===== src/rtl/mux16_rr_sched_pkg.sv =====
// Shared types and helpers for the 16-requester round-robin mux scheduler.
// Optional feature macro: MUX16_SCHED_PRIO0_EN (requester 0 fixed highest priority).
package mux16_sched_pkg;

    localparam int N_REQ = 16;
    localparam int SEL_W = 4;

    typedef enum logic {
        IDLE = 1'b0,
        BUSY = 1'b1
    } state_t;

    typedef struct packed {
        logic             found;
        logic [SEL_W-1:0] idx;
    } pick_t;

    // Scan upward from ptr (wrapping 15->0); the lowest offset from ptr wins.
    // Walking the offsets from highest to lowest lets the closest hit overwrite.
    function automatic pick_t rr_pick(input logic [N_REQ-1:0] req,
                                      input logic [SEL_W-1:0] ptr);
        pick_t            res;
        logic [SEL_W-1:0] idx;
        res = '0;
        for (int i = N_REQ - 1; i >= 0; i--) begin
            idx = ptr + SEL_W'(i);
            if (req[idx]) begin
                res.found = 1'b1;
                res.idx   = idx;
            end
        end
        return res;
    endfunction

endpackage


===== src/rtl/mux16_rr_sched_if.sv =====
// Request/data/grant bundle between the requesters and the mux scheduler.
interface mux16_rr_sched_if;
    import mux16_sched_pkg::*;

    logic [N_REQ-1:0] req;
    logic [N_REQ-1:0] data;
    logic [N_REQ-1:0] grant;
    logic [SEL_W-1:0] select;
    logic             valid;
    logic             y;

    // Requester side: drives requests and data, observes grant and mux output.
    modport master (
        output req, data,
        input  grant, select, valid, y
    );

    // Scheduler side.
    modport slave (
        input  req, data,
        output grant, select, valid, y
    );

endinterface


===== src/rtl/mux16_rr_sched_mux.sv =====
// Existing 16:1 single-bit multiplexer datapath.
module mux_16x1
    import mux16_sched_pkg::*;
(
    input  logic [N_REQ-1:0] data,
    input  logic [SEL_W-1:0] select,
    output logic             y
);

    assign y = data[select];

endmodule


===== src/rtl/mux16_rr_sched.sv =====
// Round-robin scheduler driving the select of a shared 16:1 bit mux.
// Grants are held until the owner drops its request or MAX_HOLD cycles pass.
// Optional macro MUX16_SCHED_PRIO0_EN: requester 0 wins every arbitration point.
module mux16_rr_sched
    import mux16_sched_pkg::*;
#(
    parameter int MAX_HOLD = 8
)(
    input  logic              clk,
    input  logic              rst_n,
    mux16_rr_sched_if.slave   bus
);

    localparam logic [7:0] HOLD_LIM = 8'(MAX_HOLD);

    state_t           state_q, state_d;
    logic [SEL_W-1:0] ptr_q, ptr_d;
    logic [7:0]       hold_q, hold_d;
    logic [N_REQ-1:0] grant_q, grant_d;
    logic [SEL_W-1:0] select_q, select_d;
    logic             valid_q, valid_d;
    logic             raw_y;

    pick_t            pick;
    logic [N_REQ-1:0] masked;
    logic [SEL_W-1:0] next_ptr;
    logic             rel;

    // Arbitration, hold counting and release handling.
    always_comb begin
        state_d  = state_q;
        ptr_d    = ptr_q;
        hold_d   = hold_q;
        grant_d  = grant_q;
        select_d = select_q;
        valid_d  = valid_q;
        pick     = '0;
        masked   = bus.req;
        next_ptr = select_q + SEL_W'(1);
        rel      = 1'b0;

        case (state_q)
            IDLE: begin
                pick = rr_pick(bus.req, ptr_q);
`ifdef MUX16_SCHED_PRIO0_EN
                if (bus.req[0]) pick = {1'b1, SEL_W'(0)};
`endif
                if (pick.found) begin
                    grant_d  = N_REQ'(1) << pick.idx;
                    select_d = pick.idx;
                    valid_d  = 1'b1;
                    hold_d   = 8'd1;
                    state_d  = BUSY;
                end
            end
            BUSY: begin
                rel = !bus.req[select_q] || (hold_q == HOLD_LIM);
                if (rel) begin
                    // The releasing owner is masked so a forced release
                    // hands the mux to any other waiting requester first.
                    ptr_d  = next_ptr;
                    masked = bus.req & ~(N_REQ'(1) << select_q);
                    pick   = rr_pick(masked, next_ptr);
`ifdef MUX16_SCHED_PRIO0_EN
                    if (bus.req[0]) pick = {1'b1, SEL_W'(0)};
`endif
                    if (pick.found) begin
                        grant_d  = N_REQ'(1) << pick.idx;
                        select_d = pick.idx;
                        hold_d   = 8'd1;
                    end else begin
                        grant_d = '0;
                        valid_d = 1'b0;
                        hold_d  = 8'd0;
                        state_d = IDLE;
                    end
                end else if (hold_q != HOLD_LIM) begin
                    hold_d = hold_q + 8'd1;
                end
            end
            default: begin
                state_d = IDLE;
                grant_d = '0;
                valid_d = 1'b0;
            end
        endcase
    end

    // State and output registers with synchronous active-low reset.
    always_ff @(posedge clk) begin
        if (!rst_n) begin
            state_q  <= IDLE;
            ptr_q    <= '0;
            hold_q   <= '0;
            grant_q  <= '0;
            select_q <= '0;
            valid_q  <= 1'b0;
        end else begin
            state_q  <= state_d;
            ptr_q    <= ptr_d;
            hold_q   <= hold_d;
            grant_q  <= grant_d;
            select_q <= select_d;
            valid_q  <= valid_d;
        end
    end

    mux_16x1 u_mux (
        .data   (bus.data),
        .select (select_q),
        .y      (raw_y)
    );

    assign bus.grant  = grant_q;
    assign bus.select = select_q;
    assign bus.valid  = valid_q;
    assign bus.y      = valid_q & raw_y;

endmodule


===== src/flat_wrapper.sv =====
// flat-port wrapper written by rule: the top's interface ports become plain ports
module mux16_rr_sched_flat import mux16_sched_pkg::*;
#(
    parameter int MAX_HOLD = 8
)
  (clk, rst_n, bus_req, bus_data, bus_grant, bus_select, bus_valid, bus_y);
  mux16_rr_sched_if bus_i ();
  input  logic clk;
  input  logic rst_n;
  input wire logic [$bits(bus_i.req)-1:0] bus_req;
  input wire logic [$bits(bus_i.data)-1:0] bus_data;
  output wire logic [$bits(bus_i.grant)-1:0] bus_grant;
  output wire logic [$bits(bus_i.select)-1:0] bus_select;
  output wire logic [$bits(bus_i.valid)-1:0] bus_valid;
  output wire logic [$bits(bus_i.y)-1:0] bus_y;
  assign bus_i.req = bus_req;
  assign bus_i.data = bus_data;
  assign bus_grant = bus_i.grant;
  assign bus_select = bus_i.select;
  assign bus_valid = bus_i.valid;
  assign bus_y = bus_i.y;
  mux16_rr_sched #(.MAX_HOLD(MAX_HOLD)) u_core (.clk(clk), .rst_n(rst_n), .bus(bus_i));
endmodule

===== config.mk =====
export PLATFORM = sky130hd
export DESIGN_NAME = mux16_rr_sched_flat
export DESIGN_NICKNAME = d
export VERILOG_FILES = /design/src/rtl/mux16_rr_sched_pkg.sv /design/src/rtl/mux16_rr_sched_if.sv /design/src/rtl/mux16_rr_sched_mux.sv /design/src/rtl/mux16_rr_sched.sv /design/src/flat_wrapper.sv
export SDC_FILE = /design/constraint.sdc
export NUM_CORES = 1
export LEC_CHECK = 0
export CAP_MARGIN = 20
export CORE_MARGIN = 3
export CORE_UTILIZATION = 62
export CTS_BUF_LIST = sky130_fd_sc_hd__clkbuf_16
export CTS_CLUSTER_DIAMETER = 30
export DETAILED_ROUTE_END_ITERATION = 8
export PLACE_DENSITY = 0.83
export SKIP_CTS_REPAIR_TIMING = 1
export SLEW_MARGIN = 0
export SYNTH_ARGS = -nofsm -noshare
export SYNTH_HDL_FRONTEND = slang
export SYNTH_HIERARCHICAL = 1
export SYNTH_SLANG_ARGS = --single-unit

===== constraint.sdc =====
create_clock -name clk -period 7.25 [get_ports clk]
set_input_delay 0.725 -clock clk [delete_from_list [all_inputs] [get_ports clk]]
set_output_delay 0.725 -clock clk [all_outputs]
set_load 0.005 [all_outputs]

==> impl_metrics.csv, run 1 <==
group,metric,value,unit
finish,nNetsFinal,1025,
logic_synthesis,synth_flop_cell,"dfxtp_1",
finish,antenna_cells,0,
flow_run,drv_cap,0,
logic_synthesis,syn_nets,1024,
global_route,grt_max_degree,61,
logic_synthesis,ys_ff_latch,34,
sta,hold_viol,0,
sta,fmax,0.175,GHz
logic_synthesis,yosysTopAreaCell,"mux4_2",
logic_synthesis,yosysTopAreaCellShare,0.163,
die,chipWidth,119,um
cts,cts-root-buf,"clkbuf_16",
global_route,grtUsageTotal,0.374,
placement,postPlaceCellArea,8390,um^2
routing,wl_per_cell,23.6,um
logic_synthesis,synthMuxAreaShare,0.290,
logic_synthesis,syn_area,7880,um^2
finish,nFillCells,1027,
finish,final_cell_area,8540,um^2
placement,dpl.hpwl,19600,um
logic_synthesis,synth-adder-area-share,0.0317,
placement,port_buffers,55,
routing,drt_iter0_drc,1249,
logic_synthesis,synth-edff-count,0,
sta,drv_slew,0,
sta,min_period,5.72,ns
sta,setup_viol,0,
routing,routed_wl,26900,um
die,die_h,119,um
logic_synthesis,post-synth-top-count-cell,"nand2_1",
routing,drc,0,
cts,cts_made_buffers,5,
logic_synthesis,synth_area_leaders,"mux4_2, dfxtp_1, mux2i_1, nand2_1, mux2_2",
cts,numClockSinks,34,
sta,finClkSkew,0.00384,ns
global_route,grt_pass1_vias,7732,
cts,cts_tree,"yes",
sta,worstMarginPinSlew,1.07,ns
global_route,overflow,0,
finish,regArea,682,um^2
cts,clockBufferDepth,2,
sta,slew_headroom,0.285,
global_route,grt_pass1_wl,43100,um
global_route,antenna_found_initial,0,
critical_path,cp-end-kind,"register",
sta,min_period_over_period,0.789,
cts,clk_latency,0.28,ns
die,dieArea,14100,um^2
logic_synthesis,synthCells,970,
sta,rsz0062_at_grt,"false",
die,initial_core_util,0.646,
logic_synthesis,synth-compound-area-share,0.273,
logic_synthesis,async_reset_ff_frac,0,
sta,finalSetupTns,0,ns
status,status,"complete, no violations",
logic_synthesis,synth_cell_type_count,84,
cts,path_clk_slew,0.06,ns
logic_synthesis,yosysSeqAreaShare,0.0863,
logic_synthesis,synth_xor_area_frac,0.0348,
critical_path,cp.arrival,5.92,ns
finish,drive_above_1_share,0.137,
finish,area_growth,8.33,%
die,ios,56,
finish,multi_input_area,6710,um^2
routing,vias_per_cell,7.53,
logic_synthesis,synthTopCellsByCount,"nand2_1, nor2_1, mux4_2, mux2i_1, a21oi_1",
logic_synthesis,synth_warnings,6,
critical_path,path_max_fanout,51,
worst_hold_path,hp-class,"register to register",
critical_path,critPathKind,"register to register",
logic_synthesis,synth_top_family_by_area,"multiplexers",
logic_synthesis,synth.avg_cell_area,8.13,um^2
routing,vias,8585,
die,rows,40,
placement,gp_congestion,1.01,
routing,antenna_left,0,
die,core-area,12200,um^2
critical_path,cp-start-kind,"register",
critical_path,cp_data_required_time,7.45,ns
routing,drt_pass1_iterations,6,
cts,htreeDepth,2,
logic_synthesis,synth_simple_gate_area_share,0.220,
[cells by family (layout without fill, tap and decap cells)]
group,count (synthesis),after routing
AOI/OAI and AO/OA,304,304
xor gates and xnor gates,25,25
adders and majority gates,20,20
buffers and inverters,113,115
DFF,34,34
muxes,145,145
and+or+nand+nor,329,329
[state kept, by name, summed over array words and instances (netlist names)]
register and cells:
u_core/bus.grant 16, u_core/hold_q 8, u_core/bus.select 4, u_core/ptr_q 4, u_core/bus.valid 1, u_core/state_q 1
[metrics by stage]
step	cells	util	setup slack, ns	hold slack (ns)
after floorplan	970	-	1.30	0.457
after global placement	1131	0.687	1.51	0.454
after detailed placement	1131	0.687	1.51	0.455
after CTS	1139	0.699	1.49	0.470
after global routing	1140	0.699	1.14	0.496
final	1140	0.699	1.53	0.472
[cell usage in the layout (no fill, tap or decap), types with 6 or more instances in the layout]
| master | Yosys | routed |
|---|---|---|
| nand2_1 | 93 | 93 |
| nor2_1 | 63 | 63 |
| mux4_2 | 57 | 57 |
| mux2i_1 | 56 | 56 |
| clkdlybuf4s50_1 | 0 | 55 |
| a21oi_1 | 51 | 51 |
| o21ai_0 | 48 | 48 |
| nand2b_1 | 39 | 39 |
| dfxtp_1 | 34 | 33 |
| inv_1 | 32 | 32 |
| mux2_2 | 26 | 26 |
| o221ai_1 | 24 | 24 |
| a31oi_1 | 23 | 23 |
| nand3_1 | 22 | 22 |
| o32ai_1 | 19 | 19 |
| and3_1 | 19 | 19 |
| ha_1 | 20 | 19 |
| xnor2_1 | 19 | 18 |
| o22ai_1 | 16 | 16 |
| nor2b_1 | 15 | 15 |
| buf_4 | 4 | 14 |
| nor3_1 | 14 | 14 |
| a211oi_1 | 12 | 12 |
| o211ai_1 | 11 | 11 |
| a211o_1 | 10 | 10 |
| a21boi_0 | 10 | 10 |
| a221oi_1 | 8 | 8 |
| and3b_1 | 7 | 7 |
| o21a_1 | 7 | 7 |
| or2_2 | 6 | 6 |
| a22o_1 | 6 | 6 |
| o22a_1 | 6 | 6 |
| a21o_1 | 6 | 6 |
| or3_1 | 6 | 6 |
[critical path, stage by stage, from the launching register on]
cell	delay (ns)
dfxtp_2	0.43
inv_2	0.23
ha_2	0.41
buf_4	0.54
nand2b_1	0.31
o32ai_1	0.12
a221oi_1	0.82
nor2_1	0.06
a2111oi_0	0.91
and3_1	0.27
o21a_1	0.15
o221a_1	0.32
o21ai_0	0.20
or4b_2	0.66
a31oi_1	0.18
[area by class of cell]
type	instances	area share
Clock inverter	3	0.00190
Tap cell	168	0.0246
Inverter	37	0.0163
Clock buffer	5	0.0146
Multi-Input combinational cell	823	0.785
Timing Repair Buffer	70	0.0776
Sequential cell	34	0.0798
[worst paths after layout]
path | start | end | slack, ns | cells after the start
max | u_core/bus.select[0]$_SDFFE_PN0P_ | u_core/bus.grant[6]$_SDFFE_PN0P_ | 1.53 | 14
min | u_core/bus.grant[12]$_SDFFE_PN0P_ | u_core/bus.grant[12]$_SDFFE_PN0P_ | 0.47 | 2
max reg2reg | u_core/bus.select[0]$_SDFFE_PN0P_ | u_core/bus.grant[6]$_SDFFE_PN0P_ | 1.53 | 14
min reg2reg | u_core/bus.grant[12]$_SDFFE_PN0P_ | u_core/bus.grant[12]$_SDFFE_PN0P_ | 0.47 | 2
[layer usage]
layer,up-vias,share of wire,global-route usage
li1,3816,-,-
met1,3991,0.41,0.550
met2,678,0.44,0.567
met3,100,0.13,0.0612
met4,0,0.033,0.107
met5,-,0,0
Power of run 1 is not shown: default switching activity piles up to over one toggle a cycle in this logic, so the estimate is an artifact.
==> run 2, diff against run 1 <==
clock period = 5.9 ns   (was 7.25 ns; I/O delays follow)
==> impl_metrics.csv, run 2 (synthesis results as in run 1) <==
group,metric,value,unit
finish,drive_above_1_share,0.148,
routing,drt_iter0_drc,1430,
sta,fmax,0.183,GHz
routing,vias_per_cell,7.62,
die,rows,40,
global_route,grt_pass1_wl,42300,um
flow_run,drv_cap,0,
critical_path,cp_data_required_time,6.11,ns
cts,cts-root-buf,"clkbuf_16",
die,core-area,12200,um^2
placement,postPlaceCellArea,8500,um^2
routing,drt_pass1_iterations,6,
global_route,grtUsageTotal,0.366,
placement,port_buffers,55,
cts,htreeDepth,2,
cts,cts_tree,"yes",
die,initial_core_util,0.646,
finish,final_cell_area,8640,um^2
routing,routed_wl,27100,um
global_route,grt_max_degree,52,
sta,hold_viol,0,
sta,slew_headroom,0.349,
global_route,overflow,0,
global_route,antenna_found_initial,0,
routing,drc,0,
sta,drv_slew,0,
critical_path,slowest_stage,"or4b_2",
cts,path_clk_slew,0.05,ns
routing,vias,8790,
finish,nFillCells,1051,
finish,layout_common_cells,"nand2_1, nor2_1, mux4_2, mux2i_1, clkdlybuf4s50_1",
placement,placed_cells_incl_taps,1145,
die,chipWidth,119,um
sta,rsz0062_at_grt,"false",
die,die_h,119,um
die,ios,56,
cts,clk_latency,0.28,ns
placement,gp_congestion,1.08,
placement,dpl.hpwl,20100,um
finish,antenna_cells,0,
critical_path,cpMostUsedCell,"ha_1",
finish,largest_register_ffs,16,
finish,nNetsFinal,1039,
critical_path,path_max_fanout,11,
finish,mostFrequentLayoutCell,"nand2_1",
critical_path,critPathKind,"register to register",
critical_path,cp.arrival,5.68,ns
sta,worstMarginPinSlew,0.952,ns
cts,cts_made_buffers,5,
sta,finalSetupTns,0,ns
critical_path,cp-start-kind,"register",
cts,clockBufferDepth,2,
finish,fin_cells,1154,
routing,antenna_left,0,
status,status,"complete, no violations",
sta,finClkSkew,0.00557,ns
critical_path,cp-end-kind,"register",
routing,wl_per_cell,23.5,um
finish,utilization,0.708,
critical_path,max_stage_delay,0.68,ns
cts,numClockSinks,34,
worst_hold_path,hp-class,"register to register",
sta,min_period_over_period,0.929,
global_route,grt_pass1_vias,7929,
finish,area_growth,9.62,%
sta,min_period,5.48,ns
die,dieArea,14100,um^2
critical_path,critical_path.cell_chain,"ha_1 > xnor2_2 > inv_2 > ha_1 > mux2i_1 > xnor2_1 > nor2_1 > a22o_1 > a21oi_1 > a21boi_0 > o22ai_1 > a211oi_2 > o21ai_0 > or4b_2 > a31oi_1",
sta,setup_viol,0,
-- run 2: path summary, 6_finish.rpt --
path	startpoint	endpoint	slack (ns)	cells after the start
max	u_core/bus.select[1]$_SDFFE_PN0P_	u_core/bus.grant[6]$_SDFFE_PN0P_	0.42	15
min	u_core/bus.grant[11]$_SDFFE_PN0P_	u_core/bus.grant[11]$_SDFFE_PN0P_	0.48	2
max reg2reg	u_core/bus.select[1]$_SDFFE_PN0P_	u_core/bus.grant[6]$_SDFFE_PN0P_	0.42	15
min reg2reg	u_core/bus.grant[11]$_SDFFE_PN0P_	u_core/bus.grant[11]$_SDFFE_PN0P_	0.48	2
-- run 2: final cells by class --
| cell class | count | area (um^2) | share of cell area |
|---|---|---|---|
| inverters | 37 | 139 | 0.0161 |
| multi-input cells | 823 | 6710 | 0.776 |
| clock buffers | 5 | 125 | 0.0145 |
| clock inverters | 3 | 12.5 | 0.00145 |
| flip-flops and latches | 34 | 682 | 0.0789 |
| well taps | 168 | 210 | 0.0243 |
| repair buffers | 84 | 768 | 0.0889 |
-- run 2: critical path: cells and delay by family (launching register included) --
kind / cells / cell delay [ns]
compound gates: 7 / 2.13
simple gates: 2 / 0.89
xor+xnor: 2 / 0.73
fa+ha+maj: 2 / 0.67
flops: 1 / 0.53
buf+inv: 1 / 0.27
mux: 1 / 0.17
-- run 2: metrics by stage --
step	hold WS [ns]	setup slack, ns
floorplan	0.457	0.0961
global placement	0.461	0.738
detailed placement	0.461	0.641
CTS	0.473	0.585
global route	0.508	0.128
finish	0.475	0.421
-- run 2: layer usage --
layer | vias to the layer above | share of wire | GRT usage
met3 | 110 | 0.14 | 0.100
met1 | 4088 | 0.39 | 0.516
met5 | - | 0 | 0
met2 | 745 | 0.43 | 0.546
li1 | 3847 | - | -
met4 | 0 | 0.034 | 0.111
Power of run 2 is left out for the same reason.
==> run 3, diff against run 2 <==
CELL_PAD_IN_SITES_DETAIL_PLACEMENT = 1   (was not set)
CELL_PAD_IN_SITES_GLOBAL_PLACEMENT = 1   (was not set)
CORE_UTILIZATION = 47   (was 62)
PLACE_DENSITY = not set   (was 0.83)
PLACE_DENSITY_LB_ADDON = 0.1   (was not set)
SLEW_MARGIN = 20   (was 0)
==> impl_metrics.csv, run 3 (synthesis results as in run 1) <==
group,metric,value,unit
status,status,"complete, no violations",
global_route,grt_max_degree,50,
placement,placed_cells_incl_taps,1200,
finish,nNetsFinal,1045,
routing,routed_wl,32100,um
sta,fmax,0.178,GHz
finish,area_growth,11.0,%
worst_hold_path,hp-class,"register to register",
routing,vias_per_cell,7.22,
die,ios,56,
global_route,antenna_found_initial,0,
cts,cts_tree,"yes",
finish,drive_above_1_share,0.154,
placement,dpl.hpwl,24000,um
sta,hold_viol,0,
die,die_h,136,um
critical_path,cp_data_required_time,6.10,ns
die,dieArea,18400,um^2
critical_path,cp-end-kind,"register",
finish,mostFrequentLayoutCell,"nand2_1",
global_route,grtUsageTotal,0.344,
routing,antenna_left,0,
sta,finClkSkew,0.00641,ns
finish,layout_common_cells,"nand2_1, nor2_1, mux4_2, mux2i_1, clkdlybuf4s50_1",
global_route,grt_pass1_wl,50300,um
sta,rsz0062_at_grt,"false",
sta,worstMarginPinSlew,1.10,ns
placement,port_buffers,55,
die,rows,46,
cts,clk_latency,0.28,ns
finish,fin_cells,1208,
critical_path,path_max_fanout,17,
sta,min_period_over_period,0.952,
sta,drv_slew,0,
routing,drt_pass1_iterations,5,
die,core-area,16200,um^2
global_route,grt_pass1_vias,8965,
critical_path,cp.arrival,5.81,ns
global_route,overflow,0,
finish,largest_register_ffs,16,
sta,min_period,5.62,ns
routing,drc,0,
cts,htreeDepth,2,
critical_path,cp-start-kind,"register",
die,chipWidth,136,um
critical_path,critPathKind,"register to register",
cts,path_clk_slew,0.05,ns
sta,setup_viol,0,
cts,cts_made_buffers,5,
flow_run,drv_cap,0,
cts,cts-root-buf,"clkbuf_16",
finish,antenna_cells,0,
sta,slew_headroom,0.266,
cts,clockBufferDepth,2,
routing,vias,8721,
die,initial_core_util,0.487,
routing,drt_iter0_drc,886,
sta,finalSetupTns,0,ns
finish,nFillCells,1915,
routing,wl_per_cell,26.5,um
cts,numClockSinks,34,
placement,gp_congestion,0.981,
[run 3: changes by cell type in the layout (fill, tap and decap cells not counted)]
cell,delta
a21oi_1,-1
buf_4,+6
a21oi_2,+1
[run 3: worst paths after layout]
check                                                        from                                end  slack, ns  cells after the start
worst min register to register  u_core/bus.grant[15]$_SDFFE_PN0P_  u_core/bus.grant[15]$_SDFFE_PN0P_       0.49                      2
worst max register to register  u_core/bus.select[0]$_SDFFE_PN0P_   u_core/bus.grant[6]$_SDFFE_PN0P_       0.28                     13
worst max-delay path            u_core/bus.select[0]$_SDFFE_PN0P_   u_core/bus.grant[6]$_SDFFE_PN0P_       0.28                     13
worst min-delay path            u_core/bus.grant[15]$_SDFFE_PN0P_  u_core/bus.grant[15]$_SDFFE_PN0P_       0.49                      2
[run 3: worst max-delay path, stage by stage (launching register included)]
cell and delay (ns):
dfxtp_2 0.34, buf_4 0.28, ha_1 0.45, nor3b_1 0.76
o32ai_1 0.45, mux2_4 0.41, a22o_1 0.27, a21oi_1 0.48
a21boi_0 0.24, o22ai_1 0.12, a211oi_2 0.47, o21ai_0 0.37
or4b_2 0.69, a31oi_1 0.19
[run 3: cell type report]
| type | instances | area (um^2) | area share |
|---|---|---|---|
| repair buffers | 90 | 813 | 0.0929 |
| flip-flops and latches | 34 | 682 | 0.0779 |
| clock inverters | 3 | 12.5 | 0.00143 |
| inverters | 37 | 139 | 0.0159 |
| clock buffers | 5 | 125 | 0.0143 |
| well taps | 216 | 270 | 0.0309 |
| multi-input cells | 823 | 6710 | 0.767 |
[run 3: per-stage QoR]
step	cell area [um^2]	util	worst slack, ns	hold slack (ns)
3_5_place_dp	8610	0.532	0.483	0.461
3_3_place_gp	8610	0.532	0.628	0.464
2_1_floorplan	7890	-	0.0961	0.457
4_1_cts	8750	0.541	0.454	0.490
6_report	8750	0.541	0.283	0.489
5_1_grt	8750	0.541	0.147	0.510
[run 3: layer usage]
metal | share of wire | vias to the layer above | track usage
li1 | - | 3844 | -
met1 | 0.40 | 4336 | 0.436
met2 | 0.47 | 435 | 0.568
met3 | 0.076 | 106 | 0.0624
met4 | 0.048 | 0 | 0.165
met5 | 0 | - | 0
Power of run 3 is left out for the same reason.
